==> config.mk <==
export PLATFORM = sky130hd
export DESIGN_NAME = tank_layer_mapper
export DESIGN_NICKNAME = d
export VERILOG_FILES = /design/src/rtl/tank_layer_mapper.sv
export SDC_FILE = /design/constraint.sdc
export NUM_CORES = 2
export LEC_CHECK = 0
export CAP_MARGIN = 10
export CORE_ASPECT_RATIO = 0.7
export CORE_MARGIN = 3
export CORE_UTILIZATION = 53
export CTS_CLUSTER_SIZE = 30
export DETAILED_ROUTE_END_ITERATION = 16
export GPL_TIMING_DRIVEN = 0
export PLACE_DENSITY = 0.68
export SYNTH_ARGS = -nofsm -noshare
export SYNTH_HDL_FRONTEND = slang
export SYNTH_SLANG_ARGS = --single-unit
==> constraint.sdc <==
create_clock -name Clk -period 18.5 [get_ports Clk]
set_input_delay 3.7 -clock Clk [delete_from_list [all_inputs] [get_ports Clk]]
set_output_delay 3.7 -clock Clk [all_outputs]
set_load 0.01 [all_outputs]
==> src/rtl/tank_layer_mapper.sv <==
// Three-stage pixel colour mapper: rotated square tank bodies over grey, with frame-synchronous shadow parameters.
// Define TANK_LAYER_BARREL_EN to also draw a barrel ahead of each body at half brightness.
module tank_layer_mapper #(
    parameter int NUM_TANKS     = 2,
    parameter int COORD_W       = 10,
    parameter int TRIG_W        = 8,
    parameter int HALF_SIZE     = 8,
    parameter int BARREL_LEN    = 6,
    parameter int BARREL_HALF_W = 1
) (
    input  logic                          Clk,
    input  logic                          Reset,
    input  logic                          frame_start,
    input  logic [NUM_TANKS-1:0]          tank_en,
    input  logic [NUM_TANKS*COORD_W-1:0]  tank_x,
    input  logic [NUM_TANKS*COORD_W-1:0]  tank_y,
    input  logic [NUM_TANKS*TRIG_W-1:0]   tank_sin,
    input  logic [NUM_TANKS*TRIG_W-1:0]   tank_cos,
    input  logic [NUM_TANKS*24-1:0]       tank_rgb,
    input  logic                          pix_valid,
    input  logic [COORD_W-1:0]            DrawX,
    input  logic [COORD_W-1:0]            DrawY,
    input  logic                          blank,
    output logic                          out_valid,
    output logic [7:0]                    Red,
    output logic [7:0]                    Green,
    output logic [7:0]                    Blue
);

    localparam int PROD_W = COORD_W + TRIG_W + 1;
    localparam int SUM_W  = PROD_W + 1;
    localparam int SHIFT  = TRIG_W - 2;

    localparam logic signed [SUM_W-1:0] HS_POS = SUM_W'(HALF_SIZE);
    localparam logic signed [SUM_W-1:0] HS_NEG = -HS_POS;
    localparam logic signed [SUM_W-1:0] BL_MAX = SUM_W'(HALF_SIZE + BARREL_LEN);
    localparam logic signed [SUM_W-1:0] BW_POS = SUM_W'(BARREL_HALF_W);
    localparam logic signed [SUM_W-1:0] BW_NEG = -BW_POS;

    // A constant-false enable lets elaboration strip the barrel comparators entirely.
`ifdef TANK_LAYER_BARREL_EN
    localparam bit BARREL_ON = 1'b1;
`else
    localparam bit BARREL_ON = 1'b0;
`endif

    function automatic logic signed [PROD_W-1:0] mul_ext(input logic signed [COORD_W:0]   d,
                                                         input logic signed [TRIG_W-1:0] t);
        logic signed [PROD_W-1:0] de;
        logic signed [PROD_W-1:0] te;
        de = {{TRIG_W{d[COORD_W]}}, d};
        te = {{(COORD_W+1){t[TRIG_W-1]}}, t};
        return de * te;
    endfunction

    function automatic logic signed [SUM_W-1:0] add_ext(input logic signed [PROD_W-1:0] a,
                                                        input logic signed [PROD_W-1:0] b,
                                                        input logic                     sub);
        logic signed [SUM_W-1:0] ae;
        logic signed [SUM_W-1:0] be;
        ae = {a[PROD_W-1], a};
        be = {b[PROD_W-1], b};
        return sub ? (ae - be) : (ae + be);
    endfunction

    logic [NUM_TANKS-1:0]        sh_en;
    logic [COORD_W-1:0]          sh_x   [NUM_TANKS];
    logic [COORD_W-1:0]          sh_y   [NUM_TANKS];
    logic signed [TRIG_W-1:0]    sh_sin [NUM_TANKS];
    logic signed [TRIG_W-1:0]    sh_cos [NUM_TANKS];
    logic [23:0]                 sh_rgb [NUM_TANKS];

    logic                        s1_valid, s1_blank;
    logic [NUM_TANKS-1:0]        s1_en;
    logic signed [COORD_W:0]     s1_dx  [NUM_TANKS];
    logic signed [COORD_W:0]     s1_dy  [NUM_TANKS];
    logic signed [TRIG_W-1:0]    s1_sin [NUM_TANKS];
    logic signed [TRIG_W-1:0]    s1_cos [NUM_TANKS];
    logic [23:0]                 s1_rgb [NUM_TANKS];

    logic                        s2_valid, s2_blank;
    logic [NUM_TANKS-1:0]        s2_en;
    logic signed [SUM_W-1:0]     s2_u   [NUM_TANKS];
    logic signed [SUM_W-1:0]     s2_v   [NUM_TANKS];
    logic [23:0]                 s2_rgb [NUM_TANKS];

    logic signed [SUM_W-1:0]     u_c    [NUM_TANKS];
    logic signed [SUM_W-1:0]     v_c    [NUM_TANKS];
    logic [NUM_TANKS-1:0]        body_hit, barrel_hit;
    logic [23:0]                 hit_rgb;

    // NOTE: sequential state uses non-blocking assignments so every flop samples pre-edge values.
    always_ff @(posedge Clk or posedge Reset) begin
        if (Reset) begin
            sh_en <= '0;
            for (int i = 0; i < NUM_TANKS; i++) begin
                sh_x[i]   <= '0;
                sh_y[i]   <= '0;
                sh_sin[i] <= '0;
                sh_cos[i] <= '0;
                sh_rgb[i] <= '0;
            end
        end else if (frame_start) begin
            sh_en <= tank_en;
            for (int i = 0; i < NUM_TANKS; i++) begin
                sh_x[i]   <= tank_x[i*COORD_W +: COORD_W];
                sh_y[i]   <= tank_y[i*COORD_W +: COORD_W];
                sh_sin[i] <= tank_sin[i*TRIG_W +: TRIG_W];
                sh_cos[i] <= tank_cos[i*TRIG_W +: TRIG_W];
                sh_rgb[i] <= tank_rgb[i*24 +: 24];
            end
        end
    end

    // Heading and colour travel with the pixel so a mid-frame latch never mixes two frames' parameters.
    always_ff @(posedge Clk or posedge Reset) begin
        if (Reset) begin
            s1_valid <= 1'b0;
            s1_blank <= 1'b0;
            s1_en    <= '0;
            for (int i = 0; i < NUM_TANKS; i++) begin
                s1_dx[i]  <= '0;
                s1_dy[i]  <= '0;
                s1_sin[i] <= '0;
                s1_cos[i] <= '0;
                s1_rgb[i] <= '0;
            end
        end else begin
            s1_valid <= pix_valid;
            s1_blank <= blank;
            s1_en    <= sh_en;
            for (int i = 0; i < NUM_TANKS; i++) begin
                s1_dx[i]  <= $signed({1'b0, DrawX}) - $signed({1'b0, sh_x[i]});
                s1_dy[i]  <= $signed({1'b0, DrawY}) - $signed({1'b0, sh_y[i]});
                s1_sin[i] <= sh_sin[i];
                s1_cos[i] <= sh_cos[i];
                s1_rgb[i] <= sh_rgb[i];
            end
        end
    end

    always_comb begin
        for (int i = 0; i < NUM_TANKS; i++) begin
            u_c[i] = add_ext(mul_ext(s1_dx[i], s1_cos[i]), mul_ext(s1_dy[i], s1_sin[i]), 1'b0) >>> SHIFT;
            v_c[i] = add_ext(mul_ext(s1_dy[i], s1_cos[i]), mul_ext(s1_dx[i], s1_sin[i]), 1'b1) >>> SHIFT;
        end
    end

    always_ff @(posedge Clk or posedge Reset) begin
        if (Reset) begin
            s2_valid <= 1'b0;
            s2_blank <= 1'b0;
            s2_en    <= '0;
            for (int i = 0; i < NUM_TANKS; i++) begin
                s2_u[i]   <= '0;
                s2_v[i]   <= '0;
                s2_rgb[i] <= '0;
            end
        end else begin
            s2_valid <= s1_valid;
            s2_blank <= s1_blank;
            s2_en    <= s1_en;
            for (int i = 0; i < NUM_TANKS; i++) begin
                s2_u[i]   <= u_c[i];
                s2_v[i]   <= v_c[i];
                s2_rgb[i] <= s1_rgb[i];
            end
        end
    end

    // NOTE: every combinational output gets a default before the loop, so no latch can be inferred.
    always_comb begin
        body_hit   = '0;
        barrel_hit = '0;
        hit_rgb    = 24'h555555;
        for (int i = 0; i < NUM_TANKS; i++) begin
            body_hit[i]   = s2_en[i] && (s2_u[i] >= HS_NEG) && (s2_u[i] <= HS_POS)
                                     && (s2_v[i] >= HS_NEG) && (s2_v[i] <= HS_POS);
            barrel_hit[i] = BARREL_ON && s2_en[i] && (s2_u[i] > HS_POS) && (s2_u[i] <= BL_MAX)
                                      && (s2_v[i] >= BW_NEG) && (s2_v[i] <= BW_POS);
        end
        // Walk from the highest index down so the lowest-index hit is written last and wins.
        for (int i = NUM_TANKS - 1; i >= 0; i--) begin
            if (body_hit[i])
                hit_rgb = s2_rgb[i];
            else if (barrel_hit[i])
                hit_rgb = {1'b0, s2_rgb[i][23:17], 1'b0, s2_rgb[i][15:9], 1'b0, s2_rgb[i][7:1]};
        end
    end

    always_ff @(posedge Clk or posedge Reset) begin
        if (Reset) begin
            out_valid           <= 1'b0;
            {Red, Green, Blue}  <= 24'h000000;
        end else begin
            out_valid           <= s2_valid;
            {Red, Green, Blue}  <= (s2_valid && s2_blank) ? hit_rgb : 24'h000000;
        end
    end

endmodule

=== Word-level counts from Yosys, hierarchy flattened ===
Cells that the tools add are included.

* Register bits: 383
* Input bits: 147
* Output and inout port bits: 25
* Word-level logic and storage cells: 73

* Add/subtract/negate cells: 8
* Multiply operators: 8
* $lt $le $gt $ge: 8
* Mux-type cells: 3
* Reductions and logical operators: 9

{| class="wikitable"
|+ Operators with widths
! kind !! count
|-
| 11-bit by 8-bit multiplier with 19-bit output || 8
|-
| 24-bit two-way mux || 3
|-
| 14-bit by 4-bit greater-or-equal comparator with 1-bit output, second input constant || 4
|-
| 14-bit by 5-bit <= comparator with 1-bit output, second input constant || 4
|-
| 10-bit by 10-bit subtractor with 11-bit output || 4
|-
| 19-bit by 19-bit adder with 20-bit output || 2
|-
| 19-bit by 19-bit subtractor with 20-bit output || 2
|-
| 1-bit logical AND || 9
|}

=== Longest topological paths before layout ===
* Depth after elaboration: 8
* Depth in mapped cells: 24
* Gate-level depth less buffers: 23

=== Least setup slack after synthesis ===
Ideal clock, no wire load.

* Kind: reg2reg
* From: register s1_cos[7] in the netlist's numbering
* To: register, netlist name s2_v[13]
* Library setup time: 0.080 ns
* Arrival time: 5.750 ns
* Required time: 18.420 ns
* Setup slack: 12.670 ns
* Stages on the path, launching flop included: 24
* Period minus slack after synthesis: 5.830 ns
* Path through: dfrtp_1 -> inv_1 -> buf_1 -> nor2_1 -> fa_1 -> inv_1 -> fa_1 -> fa_1 -> inv_1 -> fa_1 -> fa_1 -> inv_1 -> fa_1 -> inv_1 -> ha_1 -> o21a_1 -> o21ai_0 -> nand2_1 -> o21ai_0 -> a21oi_2 -> a41o_1 -> o41a_4 -> a21oi_2 -> xnor2_1

{| class="wikitable"
|+ RTL lines
! element !! RTL line !! RTL
|-
| start: declaration || 78 || <nowiki>logic signed [TRIG_W-1:0] s1_cos [NUM_TANKS];</nowiki>
|-
| start signal: indexed assignment || 136 || <nowiki>s1_cos[i] <= sh_cos[i];</nowiki>
|}

==> impl_table.tex <==
\begin{tabular}{lr}
\hline
Metric & Value \\
\hline
\multicolumn{2}{l}{\textbf{Die}} \\
Number of top-level design ports & 172 \\
Standard cell core area & roughly 74,000 sq um \\
Initial Utilization & a little over half \\
Die height & 235 um \\
Total die area & 78,200 sq um \\
Overall die width & 333 um \\
Cell row count & between 80 and 90 \\
\multicolumn{2}{l}{\textbf{Yosys}} \\
Number of distinct library cells after synthesis & 48 \\
Avg Inst Size Synth & 10.3 sq um \\
Fraction of registers with async set/reset & 100\% \\
Fraction of the yosys area taken by sequential cells & 24.2\% \\
Number of nets in the synthesized netlist & 4,990 \\
Cell area after synthesis & 39,700 sq um \\
Most used flip-flop cell after synthesis & dfrtp\_1 \\
Total number of yosys warnings & 0 \\
Number of synthesized flops with an enable pin & 0 \\
Flop and latch count out of synthesis & 383 \\
Cell count after synthesis & between 3,000 and 4,000 \\
\multicolumn{2}{l}{\textbf{Worst setup path}} \\
Length in cells of the worst reg-to-reg path & 22 \\
Cell with the largest stage delay on the worst path & buf\_1 \\
Reg-to-Reg Start & s1\_cos[15] \\
Worst Setup Start Kind & flip-flop \\
Worst r2r dst & s2\_v[33] \\
Library cell appearing most often on the critical path & fa\_1 \\
Highest cell delay on the worst timing path & 710 ps \\
Category of the most critical setup path & flip-flop to flip-flop \\
Sort of element at the end of the critical path & flip-flop \\
Data arrival time at the worst-slack endpoint & between 7000 and 8000 ps \\
Series of cell instances along the critical path & inv\_1, buf\_1, nor2\_1, fa\_1, inv\_1, fa\_1, fa\_1, inv\_1, fa\_1, fa\_1, inv\_1, fa\_1, inv\_1, ha\_1, a21o\_1, a41oi\_1, o21ai\_1, a31oi\_1, nor2b\_1, o21ai\_1, a21oi\_1, xnor2\_1 \\
Setup slack of the worst register-to-register path & 11,290 ps \\
Worst-path fanout max & 11 \\
Critical path data required time & around 19,000 ps \\
\multicolumn{2}{l}{\textbf{Timing}} \\
Clock tree skew after final layout & 34.8 ps \\
Maximum clock rate & $\sim$0.14 GHz \\
Finish-stage setup viols & 0 \\
Worst relative slew slack & between 20\% and 30\% \\
Final sum of negative setup slack & 0 ps \\
Transition time of the tightest slew-check pin & between 1000 and 1500 ps \\
Number of slew-limit violations in the final report & 0 \\
Minimum period implied by the final worst setup slack & 7210 ps \\
Final hold violation count & 0 \\
Unrepaired setup endpoints after global routing & false \\
Ratio of final minimum period to clock period & just under 40\% \\
\multicolumn{2}{l}{\textbf{Clock network}} \\
Post-CTS Hold Buffers & 0 \\
Cts bufs inserted & 40 \\
Quantity of gates resized following cts & 0 \\
Clock latency reported for the late side of the worst-skew pair & 620 ps \\
CTS tree & done \\
Post-CTS Setup Repair Bufs & 0 \\
Total number of H-tree levels & 2 \\
Post-CTS clock slew at the launch and capture registers of the worst setup and hold paths & about 70 ps \\
Clock tree buffer depth & 3 \\
Clock sink total & between 300 and 400 \\
Root cell of the clock tree & clkbuf\_16 \\
\multicolumn{2}{l}{\textbf{Placed design}} \\
Final weighted congestion in routability-driven placement & 0.964 \\
Number of buffer cells added on primary ports & 170 \\
Detailed placement HPWL & 79,400 um \\
\multicolumn{2}{l}{\textbf{GRT}} \\
Maximum number of pins on one net before global-route repair & 124 \\
First-pass GRT wire length & 157,000 um \\
Total routing resource utilization after global routing & 26.5\% \\
Initial antenna violation count & 19 \\
Number of global-route vias before repair & 27,100 \\
Total grt overflow & 0 \\
\multicolumn{2}{l}{\textbf{Drt}} \\
Final routed wirelength across all metal layers & $\sim$100,000 um \\
DRC viols & 0 \\
Iter 0 DRT Violations & between 1,500 and 2,000 \\
Via/cell ratio & approximately 5.1 \\
Routed vias & 25,900 \\
Post-DRT Antenna Nets & 0 \\
DR pass1 iterations & 5 \\
Post-detailed-route wirelength per cell & 19.5 um \\
\multicolumn{2}{l}{\textbf{Final layout}} \\
Nets & 5,206 \\
Commonest non-fill, non-tap cell in the layout & inv\_1 \\
FILL cells & 6,336 \\
Area Growth Syn to Fin & 11.3\% \\
Share of final-layout standard cells stronger than drive strength 1 & 4.09\% \\
Leading cell types in the layout, fill and taps excluded & inv\_1 (915), fa\_1 (726), dfrtp\_1 (383) \\
\multicolumn{2}{l}{\textbf{Min path}} \\
Hold path startpoint & s1\_rgb[25] \\
WHS Endpoint & s2\_rgb[25] \\
Worst hold path class & flip-flop to flip-flop \\
Hold-critical path depth & 0 \\
\multicolumn{2}{l}{\textbf{Run}} \\
Max\_cap viols & 0 \\
\multicolumn{2}{l}{\textbf{Run status}} \\
Status & complete, no violations \\
\hline
\end{tabular}
[metrics by stage]
stage,worst slack [ps],utilization [%],hold WS [ps],cell area (sq um),instances
after global placement,-383,57.8,332,42600,4984
after CTS,11420,59.8,325,44100,5059
after floorplan,4160,-,331,39700,3837
final,11290,59.9,324,44100,5070
after detailed placement,11510,57.9,335,42700,4987
after global routing,10890,59.8,334,44100,5060
[cell type report]
cell class,count,area (sq um),share of cell area [%]
antenna,10,25.0,0.0567
buffer,130,489,1.11
clock buffer,50,1100,2.49
clock inverter,22,314,0.711
inverter,918,3450,7.82
multi-input combinational,2406,26200,59.3
sequential,383,9580,21.7
tap,977,1220,2.77
timing repair buffer,174,1800,4.08
[synthesized netlist by cell type (35+ instances only)]
library cell | n | area share (%)
inv_1 | 916 | 8.7
mux2_2 | 86 | 2.4
fa_1 | 726 | 37
and2_1 | 362 | 5.7
ha_1 | 280 | 8.8
nand2_1 | 332 | 3.1
o21ai_0 | 85 | 1.1
nor2_1 | 187 | 1.8
clkbuf_1 | 122 | 1.2
xnor2_1 | 84 | 1.9
nor3_1 | 35 | 0.44
dfrtp_1 | 383 | 24
[layer usage]
| metal | vias up | global-route usage, % | wire (um) |
|---|---|---|---|
| met1 | 12900 | 40.0 | 44500 |
| met3 | 166 | 12.4 | 14000 |
| li1 | 11700 | - | - |
| met4 | 24 | 5.24 | 2030 |
| met2 | 1086 | 34.5 | 38100 |
| met5 | - | 1.16 | 272 |
[logic make-up after synthesis]
family	after synthesis	share of synthesized area [%]
adder cells (fa/ha/maj)	1006	45.5
AO/OA/AOI/OAI	200	3.17
flip-flops	383	24.2
multiplexers	89	2.52
AND/OR/NAND/NOR	1007	12.5
buffers and inverters	1048	9.92
XOR/XNOR	104	2.30
[worst max-delay path, delay by kind of cell (launching register included)]
family                   cells  cell delay, ps
adder cells (fa/ha/maj)      7            3260
AO/OA/AOI/OAI                6            1620
AND/OR/NAND/NOR              2             260
XOR/XNOR                     1             150
flip-flops                   1             610
buffers and inverters        6            1170
[state kept, by name (all words and copies together) (netlist names), 2 cells and up]
signal and flops:
Green 8, sh_y 20, s1_rgb 48, s1_dy 22, s2_en 2, s2_v 28, s2_u 28, Red 8
s1_dx 22, sh_sin 16, s1_cos 16, s1_en 2, sh_en 2, sh_cos 16, s1_sin 16, Blue 8
sh_x 20, s2_rgb 48, sh_rgb 48
[worst max-delay path by stage]
stage,from,end,slack (ps),cells past startpoint
floorplan,Reset,Blue[0],4160,1
global placement,Reset,s1_cos[2],-380,2
detailed placement,s1_cos[15],s2_v[33],11510,22
CTS,s1_cos[15],s2_v[33],11420,22
global route,s1_cos[15],s2_v[33],10890,22
finish,s1_cos[15],s2_v[33],11290,22
Power is not shown: default switching activity piles up to over one toggle a cycle in this logic, so the estimate is an artifact.
